===== src/rtl/decode_issue_if.sv =====
// Stream, ALU-operation and write-back signals of the decode/issue stage.
// The master side drives instruction words, consumer ready and write-back.
// The slave side is the stage itself.
interface decode_issue_if #(
  parameter int unsigned DATA_W = 16,
  parameter int unsigned REG_AW = 3
);
  logic              flush;
  logic              in_valid;
  logic              in_ready;
  logic [15:0]       in_instr;
  logic              out_valid;
  logic              out_ready;
  logic [3:0]        OpcodeB;
  logic [1:0]        Mode;
  logic              useAU;
  logic [DATA_W-1:0] Immediate;
  logic [DATA_W-1:0] Rn_data;
  logic [DATA_W-1:0] Rm_data;
  logic [REG_AW-1:0] Rd_addr;
  logic              wb_en;
  logic [REG_AW-1:0] wb_addr;
  logic [DATA_W-1:0] wb_data;

  modport master (
    output flush, in_valid, in_instr, out_ready, wb_en, wb_addr, wb_data,
    input  in_ready, out_valid, OpcodeB, Mode, useAU, Immediate, Rn_data, Rm_data, Rd_addr
  );

  modport slave (
    input  flush, in_valid, in_instr, out_ready, wb_en, wb_addr, wb_data,
    output in_ready, out_valid, OpcodeB, Mode, useAU, Immediate, Rn_data, Rm_data, Rd_addr
  );
endinterface


===== src/rtl/decode_issue.sv =====
// Operand-fetch/issue stage in front of the ALU. Decodes 16-bit instruction
// words (optionally followed by an immediate word), reads Rn/Rm from the
// internal register file with write-first bypass and presents one registered
// ALU operation per issue. Also owns the write-back port into the file.
module decode_issue #(
  parameter  int unsigned DATA_W = 16,
  parameter  int unsigned NREGS  = 8,
  localparam int unsigned REG_AW = $clog2(NREGS)
) (
  input logic           clk,
  input logic           reset,
  decode_issue_if.slave bus
);

  typedef enum logic [1:0] {StFetch, StImm, StIssue} state_e;

  state_e            r_state;
  logic [15:0]       r_word0;
  logic [DATA_W-1:0] r_regs [NREGS];
  logic              r_out_valid;
  logic [3:0]        r_opcode;
  logic [1:0]        r_mode;
  logic              r_use_au;
  logic [DATA_W-1:0] r_imm;
  logic [DATA_W-1:0] r_rn_data;
  logic [DATA_W-1:0] r_rm_data;
  logic [REG_AW-1:0] r_rd;
  logic [REG_AW-1:0] r_rn_addr;
  logic [REG_AW-1:0] r_rm_addr;

  logic              w_in_ready;
  logic              w_accept;
  logic              w_drain;
  logic              w_load;
  logic              w_latch;
  logic [15:0]       w_dec_word;
  logic [REG_AW-1:0] w_rn_a;
  logic [REG_AW-1:0] w_rm_a;
  logic [DATA_W-1:0] w_imm;
  logic [DATA_W-1:0] w_rn_val;
  logic [DATA_W-1:0] w_rm_val;
  logic              w_wb_live;

  // Handshake: flush blocks acceptance; an issued op only frees the slot when drained.
  always_comb begin
    w_in_ready = 1'b0;
    if (!bus.flush) begin
      case (r_state)
        StFetch, StImm: w_in_ready = 1'b1;
        StIssue:        w_in_ready = bus.out_ready;
        default:        w_in_ready = 1'b0;
      endcase
    end
  end

  assign w_accept   = bus.in_valid & w_in_ready;
  assign w_drain    = (r_state == StIssue) & bus.out_ready;
  // In IMM the accepted word is the immediate; the op fields come from the held word0.
  assign w_dec_word = (r_state == StImm) ? r_word0 : bus.in_instr;
  assign w_load     = w_accept & ((r_state == StImm) | (bus.in_instr[14:13] != 2'b11));
  assign w_latch    = w_accept & (r_state != StImm) & (bus.in_instr[14:13] == 2'b11);
  assign w_rn_a     = REG_AW'(w_dec_word[5:3]);
  assign w_rm_a     = REG_AW'(w_dec_word[2:0]);
  assign w_imm      = (r_state == StImm) ? DATA_W'(bus.in_instr)
                                         : {{(DATA_W-3){w_dec_word[2]}}, w_dec_word[2:0]};
  assign w_wb_live  = bus.wb_en & (bus.wb_addr != '0);

  // Operand read with write-first bypass; R0 is hard-wired to zero.
  always_comb begin
    w_rn_val = r_regs[w_rn_a];
    w_rm_val = r_regs[w_rm_a];
    if (w_wb_live && bus.wb_addr == w_rn_a) w_rn_val = bus.wb_data;
    if (w_wb_live && bus.wb_addr == w_rm_a) w_rm_val = bus.wb_data;
    if (w_rn_a == '0) w_rn_val = '0;
    if (w_rm_a == '0) w_rm_val = '0;
  end

  // Issue FSM with registered ALU-operation outputs.
  always_ff @(posedge clk or posedge reset) begin
    if (reset) begin
      r_state     <= StFetch;
      r_word0     <= '0;
      r_out_valid <= 1'b0;
      r_opcode    <= '0;
      r_mode      <= '0;
      r_use_au    <= 1'b0;
      r_imm       <= '0;
      r_rn_data   <= '0;
      r_rm_data   <= '0;
      r_rd        <= '0;
      r_rn_addr   <= '0;
      r_rm_addr   <= '0;
    end else if (bus.flush) begin
      r_state     <= StFetch;
      r_word0     <= '0;
      r_out_valid <= 1'b0;
    end else if (w_load) begin
      r_state     <= StIssue;
      r_out_valid <= 1'b1;
      r_use_au    <= w_dec_word[15];
      r_mode      <= w_dec_word[14:13];
      r_opcode    <= w_dec_word[12:9];
      r_rd        <= REG_AW'(w_dec_word[8:6]);
      r_rn_addr   <= w_rn_a;
      r_rm_addr   <= w_rm_a;
      r_imm       <= w_imm;
      r_rn_data   <= w_rn_val;
      r_rm_data   <= w_rm_val;
    end else if (w_latch) begin
      r_state     <= StImm;
      r_word0     <= bus.in_instr;
      r_out_valid <= 1'b0;
    end else if (w_drain) begin
      r_state     <= StFetch;
      r_out_valid <= 1'b0;
    end else if (r_state == StIssue && w_wb_live) begin
      // Held op snoops write-back so it never issues a stale operand.
      if (bus.wb_addr == r_rn_addr) r_rn_data <= bus.wb_data;
      if (bus.wb_addr == r_rm_addr) r_rm_data <= bus.wb_data;
    end
  end

  // Register file write port, independent of issue state and flush.
  always_ff @(posedge clk or posedge reset) begin
    if (reset) begin
      for (int i = 0; i < NREGS; i++) r_regs[i] <= '0;
    end else if (w_wb_live) begin
      r_regs[bus.wb_addr] <= bus.wb_data;
    end
  end

  assign bus.in_ready  = w_in_ready;
  assign bus.out_valid = r_out_valid;
  assign bus.OpcodeB   = r_opcode;
  assign bus.Mode      = r_mode;
  assign bus.useAU     = r_use_au;
  assign bus.Immediate = r_imm;
  assign bus.Rn_data   = r_rn_data;
  assign bus.Rm_data   = r_rm_data;
  assign bus.Rd_addr   = r_rd;

endmodule


===== src/flat_wrapper.sv =====
// flat-port wrapper written by rule: the top's interface ports become plain ports
module decode_issue_flat 
#(
  parameter  int unsigned DATA_W = 16,
  parameter  int unsigned NREGS  = 8,
  localparam int unsigned REG_AW = $clog2(NREGS)
)
  (clk, reset, bus_flush, bus_in_valid, bus_in_instr, bus_out_ready, bus_wb_en, bus_wb_addr, bus_wb_data, bus_in_ready, bus_out_valid, bus_OpcodeB, bus_Mode, bus_useAU, bus_Immediate, bus_Rn_data, bus_Rm_data, bus_Rd_addr);
  decode_issue_if #(.DATA_W(DATA_W), .REG_AW(3)) bus_i ();
  input logic clk;
  input logic reset;
  input wire logic [$bits(bus_i.flush)-1:0] bus_flush;
  input wire logic [$bits(bus_i.in_valid)-1:0] bus_in_valid;
  input wire logic [$bits(bus_i.in_instr)-1:0] bus_in_instr;
  input wire logic [$bits(bus_i.out_ready)-1:0] bus_out_ready;
  input wire logic [$bits(bus_i.wb_en)-1:0] bus_wb_en;
  input wire logic [$bits(bus_i.wb_addr)-1:0] bus_wb_addr;
  input wire logic [$bits(bus_i.wb_data)-1:0] bus_wb_data;
  output wire logic [$bits(bus_i.in_ready)-1:0] bus_in_ready;
  output wire logic [$bits(bus_i.out_valid)-1:0] bus_out_valid;
  output wire logic [$bits(bus_i.OpcodeB)-1:0] bus_OpcodeB;
  output wire logic [$bits(bus_i.Mode)-1:0] bus_Mode;
  output wire logic [$bits(bus_i.useAU)-1:0] bus_useAU;
  output wire logic [$bits(bus_i.Immediate)-1:0] bus_Immediate;
  output wire logic [$bits(bus_i.Rn_data)-1:0] bus_Rn_data;
  output wire logic [$bits(bus_i.Rm_data)-1:0] bus_Rm_data;
  output wire logic [$bits(bus_i.Rd_addr)-1:0] bus_Rd_addr;
  assign bus_i.flush = bus_flush;
  assign bus_i.in_valid = bus_in_valid;
  assign bus_i.in_instr = bus_in_instr;
  assign bus_i.out_ready = bus_out_ready;
  assign bus_i.wb_en = bus_wb_en;
  assign bus_i.wb_addr = bus_wb_addr;
  assign bus_i.wb_data = bus_wb_data;
  assign bus_in_ready = bus_i.in_ready;
  assign bus_out_valid = bus_i.out_valid;
  assign bus_OpcodeB = bus_i.OpcodeB;
  assign bus_Mode = bus_i.Mode;
  assign bus_useAU = bus_i.useAU;
  assign bus_Immediate = bus_i.Immediate;
  assign bus_Rn_data = bus_i.Rn_data;
  assign bus_Rm_data = bus_i.Rm_data;
  assign bus_Rd_addr = bus_i.Rd_addr;
  decode_issue #(.DATA_W(DATA_W), .NREGS(NREGS)) u_core (.clk(clk), .reset(reset), .bus(bus_i));
endmodule

===== config.mk =====
export PLATFORM = sky130hd
export DESIGN_NAME = decode_issue_flat
export DESIGN_NICKNAME = d
export VERILOG_FILES = /design/src/rtl/decode_issue_if.sv /design/src/rtl/decode_issue.sv /design/src/flat_wrapper.sv
export SDC_FILE = /design/constraint.sdc
export NUM_CORES = 1
export LEC_CHECK = 0
export ABC_AREA = 1
export CAP_MARGIN = 0
export CORE_UTILIZATION = 40
export CTS_CLUSTER_DIAMETER = 30
export DETAILED_ROUTE_END_ITERATION = 8
export GPL_ROUTABILITY_DRIVEN = 0
export GPL_TIMING_DRIVEN = 1
export SYNTH_ARGS = -nofsm -noshare
export SYNTH_HDL_FRONTEND = slang
export SYNTH_SLANG_ARGS = --single-unit
export TNS_END_PERCENT = 20

===== constraint.sdc =====
create_clock -name clk -period 6.7 [get_ports clk]
set_clock_uncertainty 0.1 [all_clocks]
set_input_delay 0.67 -clock clk [delete_from_list [all_inputs] [get_ports clk]]
set_output_delay 0.67 -clock clk [all_outputs]
set_load 0.02 [all_outputs]

## Word-level counts from Yosys, hierarchy flattened

Cells that the tools add are included.

- Register bits after elaboration: 211
- Output and inout port bits: 60

- Order comparisons: 4
- Equal/unequal tests: 12
- Muxes and demuxes: 38
- Bitwise gates (word level): 11
- Reductions and logical operators: 18

Operator list:

| kind | number |
|---|---|
| two-way mux 16 bit | 24 |
| bitwise mux 128 bit | 1 |
| binary-select mux 16 bit (select 3 bit) | 2 |
| demux 16 bit (select 3 bit) | 1 |
| equality test 3 bit | 4 |
| >= comparator 4 bit (second input constant) | 3 |
| NOT 3 -> 4 bit | 3 |
| AND reduction 5 bit | 2 |
| two-way mux 2 bit | 4 |
| nonzero test 2 bit | 4 |
| bitwise AND 1 bit | 6 |
| zero test 3 bit | 2 |
| inequality test 2 bit (second input constant) | 3 |
| two-way mux 1 bit | 5 |
| equality test 2 bit (second input constant) | 2 |
| logical AND 1 bit | 4 |
| < comparator 4 x 1 -> 1 bit (second input constant) | 1 |
| inequality test 2 x 1 -> 1 bit (second input constant) | 2 |
| AND reduction 2 bit | 2 |
| nonzero test 4 bit | 1 |
| nonzero test 3 bit | 1 |
| equality test 2 x 1 -> 1 bit (second input constant) | 1 |
| zero test 2 bit | 1 |
| case mux 1 bit (2 select lines) | 1 |
| 3 further kinds | 3 |

## Longest topological paths before layout

Gate-level depths: netlist of the first run.

- Depth after elaboration: 10
- Depth in mapped cells: 14
- Mapped depth without buffers: 12

## Least setup slack after synthesis of the first run

No wires, ideal clock.

- Kind: input to register
- From: in bus_wb_addr[1]
- To: reg u_core.r_rm_data[0] (netlist: u_core.bus.Rm_data[0])
- Library setup time: 121 ps
- Data arrival time: 1,833 ps
- Data required time: 6,479 ps
- Setup slack: 4,646 ps
- Stages: 11
- Buffers on the path: 2
- Path through: buf_2 > nor2_1 > a21oi_1 > nand2_1 > nor2_4 > buf_2 > nand3_1 > nand2_1 > inv_1 > nand2_1 > a21oi_1

- Cells in the longest elaborated chain, start to end: 6
- Elaborated cells between the ends (all ways): 12
- Classes of those cells: eq/ne: 2; mux: 3; bitwise: 1; reduce/logical: 6

Ends and longest elaborated chain:

| what | line | RTL |
|---|---|---|
| start: declaration | flat_wrapper.sv:17 | `input wire logic [$bits(bus_i.wb_addr)-1:0] bus_wb_addr;` |
| nonzero test 3 bit | decode_issue.sv:66 | `assign w_wb_live = bus.wb_en & (bus.wb_addr != '0);` |
| bitwise AND 1 bit | decode_issue.sv:66 |  |
| logical AND 1 bit | decode_issue.sv:73 | `if (w_wb_live && bus.wb_addr == w_rm_a) w_rm_val = bus.wb_data;` |
| two-way mux 16 bit | decode_issue.sv:73 |  |
| two-way mux 16 bit | decode_issue.sv:75 | `if (w_rm_a == '0) w_rm_val = '0;` |
| two-way mux 16 bit | decode_issue.sv:97 | `end else if (w_load) begin` |
| end signal: assignment | decode_issue.sv:108 | `r_rm_data <= w_rm_val;` |
| end signal: assignment | decode_issue.sv:119 | `if (bus.wb_addr == r_rm_addr) r_rm_data <= bus.wb_data;` |
| end: declaration | decode_issue.sv:26 | `logic [DATA_W-1:0] r_rm_data;` |

Parallel ways exist; a longest one is shown, timed or not.
A chain may end at the register's enable or synchronous reset.

## Worst setup path after layout of the first run

- From: reg u_core.r_state[1]
- To: reg u_core.r_rm_data[0] (netlist: u_core.bus.Rm_data[0])

- Cells in the longest elaborated chain, start to end: 9
- Elaborated cells between the ends (all ways): 30
- Classes of those cells: eq/ne: 6; mux: 9; bitwise: 7; reduce/logical: 8

Ends and longest elaborated chain:

| what | line | RTL |
|---|---|---|
| start: declaration | decode_issue.sv:17 | `state_e r_state;` |
| start signal: assignment | decode_issue.sv:81 | `r_state <= StFetch;` |
| start signal: assignment | decode_issue.sv:94 | `r_state <= StFetch;` |
| start signal: assignment | decode_issue.sv:98 | `r_state <= StIssue;` |
| equality test 2 x 1 -> 1 bit / zero test 2 bit (equally long branches) | decode_issue.sv:48, decode_issue.sv:59, decode_issue.sv:60 |  |
| OR reduction 2 bit / two-way mux 16 bit (equally long branches) | decode_issue.sv:48, decode_issue.sv:59 |  |
| case mux 1 bit (2 select lines) / NOT 3 -> 4 bit (equally long branches) | decode_issue.sv:48, decode_issue.sv:71 |  |
| two-way mux 1 bit / binary-select mux 16 bit (select 3 bit) (equally long branches) | decode_issue.sv:47, decode_issue.sv:71 |  |
| bitwise AND 1 bit / two-way mux 16 bit (equally long branches) | decode_issue.sv:56, decode_issue.sv:71 |  |
| bitwise AND 1 bit / two-way mux 16 bit (equally long branches) | decode_issue.sv:61, decode_issue.sv:71 |  |
| bitwise AND 1 bit / two-way mux 16 bit (equally long branches) | decode_issue.sv:61, decode_issue.sv:73 |  |
| inequality test 2 x 1 -> 1 bit (no line) / two-way mux 16 bit (equally long branches) | -- |  |
| AND reduction 5 bit (no line) / two-way mux 16 bit (equally long branches) | -- |  |

Parallel ways exist; a longest one is shown, timed or not. The select of a mux whose other input is x is not followed.

==> results of run 1 <==
[routing by layer]
layer / track usage (%) / wire length (µm) / part of all wire [%] / vias up
li1: - / - / - / 5218
met1: 36.6 / 17000 / 43 / 5299
met2: 42.5 / 17200 / 43 / 630
met3: 7.46 / 4000 / 10 / 122
met4: 12.4 / 1410 / 3.5 / 0
met5: 0 / 0 / 0 / -
[cell type report]
cell class | instances | area share [%]
inverter | 89 | 2.35
sequential | 210 | 36.2
timing repair buffer | 116 | 7.72
tap | 378 | 3.26
clock buffer | 66 | 10.2
clock inverter | 37 | 4.00
multi-input combinational | 1133 | 36.3
[where the power goes]
| part | total (mW) | internal [mW] | switching [mW] | leakage (nW) |
|---|---|---|---|---|
| sequential | 1.70 | 1.51 | 0.188 | 2.58 |
| clock | 2.91 | 2.07 | 0.837 | 0.983 |
| combinational | 1.11 | 0.424 | 0.681 | 3.18 |
| total | 5.71 | 4.00 | 1.71 | 6.75 |
[worst reg2reg max path, stage by stage (launching register included)]
cell     delay, ns
dfrtp_1       0.43
inv_2         0.42
nand2_2       0.54
nand2_1       0.24
nand2_2       0.41
inv_1         0.94
nand3_1       0.26
nand3_2       0.16
nand2_1       0.08
a21oi_1       0.15
[metrics by stage]
| stage | cell area [µm²] | utilization, % | hold slack (ns) | setup slack [ns] | cells |
|---|---|---|---|---|---|
| floorplan | 11500 | - | 0.351 | 0.192 | 1549 |
| global placement | 12500 | 44.5 | 0.287 | 3.12 | 1926 |
| detailed placement | 12500 | 44.5 | 0.292 | 3.08 | 1926 |
| CTS | 14500 | 51.9 | 0.301 | 3.08 | 2029 |
| global route | 14500 | 51.9 | 0.307 | 2.76 | 2029 |
| finish | 14500 | 51.9 | 0.301 | 2.89 | 2029 |
[cell families (layout without fill, tap and decap cells)]
| family | count (synthesis) | in the layout | synth area share (%) |
|---|---|---|---|
| AO/OA/AOI/OAI | 205 | 205 | 9.37 |
| AND/OR/NAND/NOR | 922 | 922 | 36.1 |
| flip-flops | 210 | 210 | 45.8 |
| buffers and inverters | 206 | 308 | 8.32 |
| XOR/XNOR | 6 | 6 | 0.458 |
[state kept, by name, summed over array words and instances, names as in the netlist]
| register | flops |
|---|---|
| u_core.r_rm_addr | 3 |
| u_core.bus.Rn_data | 16 |
| u_core.bus.useAU | 1 |
| u_core.r_regs | 128 |
| u_core.bus.Immediate | 16 |
| u_core.r_word0 | 16 |
| u_core.bus.Rd_addr | 3 |
| u_core.bus.Rm_data | 16 |
| u_core.bus.Mode | 2 |
| u_core.r_state | 2 |
| u_core.bus.OpcodeB | 4 |
| u_core.r_rn_addr | 3 |
[worst paths after layout]
check                                               endpoint                            from  slack (ns)
max reg2reg                u_core.bus.Rm_data[0]$_DFFE_PP0P_   u_core.r_state[1]$_DFFE_PP0P_        2.89
max in group asynchronous    u_core.r_rm_addr[0]$_DFFE_PP0P_                           reset        4.67
min in group asynchronous      u_core.r_regs[34]$_DFFE_PP0P_                           reset        0.50
max                        u_core.bus.Rm_data[0]$_DFFE_PP0P_   u_core.r_state[1]$_DFFE_PP0P_        2.89
min reg2reg                   u_core.r_regs[112]$_DFFE_PP0P_  u_core.r_regs[112]$_DFFE_PP0P_        0.30
min                           u_core.r_regs[112]$_DFFE_PP0P_  u_core.r_regs[112]$_DFFE_PP0P_        0.30
[cells in the final DEF (no fill, tap or decap), drive strengths merged]
cell type	synthesis	routed
clkbuf	57	66
clkinv	16	30
o21ai	133	133
buf	60	16
dfrtp	210	210
clkdlybuf4s50	0	100
and3	1	1
xor2	6	6
nor2	123	123
inv	73	74
nand2	453	453
a21oi	52	52
bufinv	0	13
o22ai	3	3
nand3	341	341
clkinvlp	0	9
o31ai	2	2
nor3	4	4
a31oi	15	15
==> metrics.csv, run 1 <==
metric;value;unit
grt_pass1_wl;62100;µm
numClockSinks;210;
nets;1646;
first_global_vias;10900;
wl;39700;µm
hold_buffers;0;
insertion_delay;0.57;ns
final-hold-violation-count;0;
async_reset_ff_share;100;%
drtPass1Iterations;6;
layout-drive-gt1-share;10.5;%
core;28000;µm²
clockRootBuffer;clkbuf_16;
slowest_delay;0.94;ns
seq_area_frac_synth;45.8;%
synth_top_flop_cell;dfrtp_1;
dieArea;29400;µm²
cp_num_buf_inv;2;
grt_max_degree;94;
antenna_found_initial;0;
setup_violations;0;
synth_area_leader_cell;dfrtp_1;
fin_crit_sh;56.8;%
cp_top_family;simple AND/OR/NAND/NOR gates;
crit_path_start_kind;register;
run_status;finished, final reports clean;
yosysUniqueCellTypes;28;
wl_per_cell;19.5;µm
drcViolationCount;0;
multi_input_area;5280;µm²
synth_area;11500;µm²
syn_inst;1549;
worstSetupEndpointType;register;
post-dp-hpwl;23100;µm
synthTopCellsByArea;dfrtp_1, nand2_1, nand3_1;
drtIter0Drc;1361;
min_path_cells;0;
cts.path.max_buffers;3;
hold_path.class;reg2reg;
start_util;41.0;%
postCtsSetupBuffers;0;
die_y;171;µm
cp.depth;9;
clk_pin_slew;0.04;ns
antenna_cells;0;
cellLeakagePower;6.75;nW
slew_viol_final;0;
tightest_slew;1.21;ns
crit_slowest_cell;inv_1;
crit_required;7.08;ns
die_w;171;µm
viasPerCell;5.55;
antenna_left;0;
track_usage;27.8;%
fin_setup_tns;0;ns
fmax;263;MHz
synthTopCellsByCount;nand2_1, nand3_1, dfrtp_1;
cp_max_fo;30;
cts_tree;yes;
rr_worst_depth;9;
synth.most_common_cell;nand2_1;
post_cts_resized;0;
cap_violations;0;
port_buffers;100;
overflow;0;
yosys_warnings;0;
synth-edff-count;0;
netlist.area_leader.share;45.8;%
io-pin-count;101;
crit_arrival;4.18;ns
fillers;2673;
period_needed;3.81;ns
rows;61;
final-seq-area;5260;µm²
worstSetupPathType;reg2reg;
power;5.71;mW
vdd_drop_max;0.264;mV
grt_setup_unrepaired;false;
slew_headroom;19.2;%
p_per_area;393;nW/µm²
ys_ff_latch;210;
vias;11300;
syn-num-nets;1590;
numCtsBuffers;55;
crit_chain;inv_2 -> nand2_2 -> nand2_1 -> nand2_2 -> inv_1 -> nand3_1 -> nand3_2 -> nand2_1 -> a21oi_1;
avgSynthCellArea;7.41;µm²
cts_max_level;2;
area_growth;26.5;%
Note: power is estimated with default switching activity, not from simulation.
==> run 2: changes to the inputs <==
clock period = 3.7 ns   (was 6.7 ns; I/O delays follow)
==> run 2 against run 1 <==
Against the previous run: combinational power increased by 84%; utilization increased by 0.12 points; global-route usage decreased by 0.38 points; setup slack got worse by 2.3 ns; via count decreased by 0.65%; critical endpoint is now u_core.bus.Rm_data[5]$_DFFE_PP0P_; non-clock buffer count increased by 17; first-iteration DRC count decreased by 5.9%.
==> metrics.csv, run 2 (synthesis results as in run 1) <==
metric;value;unit
grt_pass1_wl;61600;µm
cellLeakagePower;6.79;nW
insertion_delay;0.55;ns
overflow;0;
finalNonFillerCells;2040;
numClockSinks;210;
area_growth;26.8;%
start_util;41.0;%
nets;1662;
clockRootBuffer;clkbuf_16;
crit_required;4.09;ns
regMostFlops;u_core.r_regs;
slew_viol_final;0;
vias;11200;
wl;39000;µm
antenna_left;0;
worstSetupEndpointType;register;
layout-drive-gt1-share;11.1;%
p_per_area;693;nW/µm²
cap_violations;0;
finalInstanceArea;14600;µm²
postCtsSetupBuffers;0;
setup_violations;0;
crit_arrival;3.46;ns
crit_path_start_kind;register;
fin_setup_tns;0;ns
io-pin-count;101;
numCtsBuffers;54;
slew_headroom;37.7;%
cts_max_level;2;
layout_commonest_cell;nand2_1;
most-common-layout-cells;nand2_1, nand3_1, dfrtp_1;
largest_reg_flops;128;
tightest_slew;0.934;ns
holdWs;0.193;ns
dpl_cell_area;12600;µm²
final-hold-violation-count;0;
fin_ws;0.635;ns
clk_pin_slew;0.05;ns
hold_path.class;in2async;
cp_max_fo;17;
hold_buffers;0;
grt.busiest_layer;met2;
grt_use_met2;40.9;%
power;10.1;mW
port_buffers;100;
fmax;326;MHz
drtPass1Iterations;6;
wl_per_cell;19.1;µm
die_w;171;µm
antenna_cells;0;
run_status;finished, final reports clean;
antenna_found_initial;0;
grtUsageMet1;39.1;%
worstSetupPathType;reg2reg;
grtUsageMet3;6.35;%
core;28000;µm²
rr_worst_depth;11;
rows;61;
first_global_vias;10800;
die_y;171;µm
grt_setup_unrepaired;false;
post-dp-hpwl;23700;µm
cts.path.max_buffers;3;
dpl.cell_count;1943;
cts_tree;yes;
grt_max_degree;87;
vdd_drop_max;0.391;mV
fin_crit_sh;82.8;%
period_needed;3.07;ns
dpl_worst_slack;0.637;ns
drcViolationCount;0;
viasPerCell;5.49;
final_util;52.0;%
drtIter0Drc;1281;
track_usage;27.4;%
dieArea;29400;µm²
post_cts_resized;0;
==> run 2: cell types whose count changed in the layout (fill, tap and decap cells not counted) <==
cell and delta:
buf_12 +2, clkinv_2 -2, inv_8 -1, clkinvlp_4 -3, buf_4 +15, bufinv_16 -2, clkbuf_16 -2, clkbuf_8 +3
clkbuf_1 +1, inv_6 +1, inv_16 -1
==> run 2: worst paths after layout <==
check	slack [ns]	end	start
worst min-delay path	0.19	u_core.bus.Rm_data[9]$_DFFE_PP0P_	reset
worst min register to register	0.30	u_core.r_regs[114]$_DFFE_PP0P_	u_core.r_regs[114]$_DFFE_PP0P_
worst max register to register	0.63	u_core.bus.Rm_data[5]$_DFFE_PP0P_	u_core.r_state[0]$_DFFE_PP0P_
min in group clk	0.30	u_core.r_regs[114]$_DFFE_PP0P_	u_core.r_regs[114]$_DFFE_PP0P_
worst max-delay path	0.63	u_core.bus.Rm_data[5]$_DFFE_PP0P_	u_core.r_state[0]$_DFFE_PP0P_
max in group asynchronous	2.29	u_core.r_word0[0]$_DFFE_PP0P_	reset
==> run 2: where the power goes <==
part	switching [mW]	internal, mW
combinational	1.25	0.788
clock	1.45	3.55
sequential	0.321	2.74
==> run 2: metal layers <==
metal,up-vias,routed length (µm)
li1,5243,-
met1,5293,17400
met2,591,16800
met3,69,4020
met4,0,784
met5,-,0
==> run 2: cell type report <==
type                       instances  area (µm²)
inverter                          89         338
clock inverter                    29         469
timing repair buffer             133        1270
multi-input combinational       1133        5280
clock buffer                      68        1470
tap                              378         473
fill                            2689       13400
sequential                       210        5260
==> run 2: worst max-delay path: stages (launching register included) <==
cell and delay (ns):
dfrtp_1 0.38, buf_4 0.20, nand2_2 0.29, buf_4 0.29
nand2_2 0.22, nand3_1 0.14, nand2_1 0.11, nor2_4 0.40
nand2_4 0.32, nand3_1 0.32, nand2_1 0.10, a21oi_1 0.12
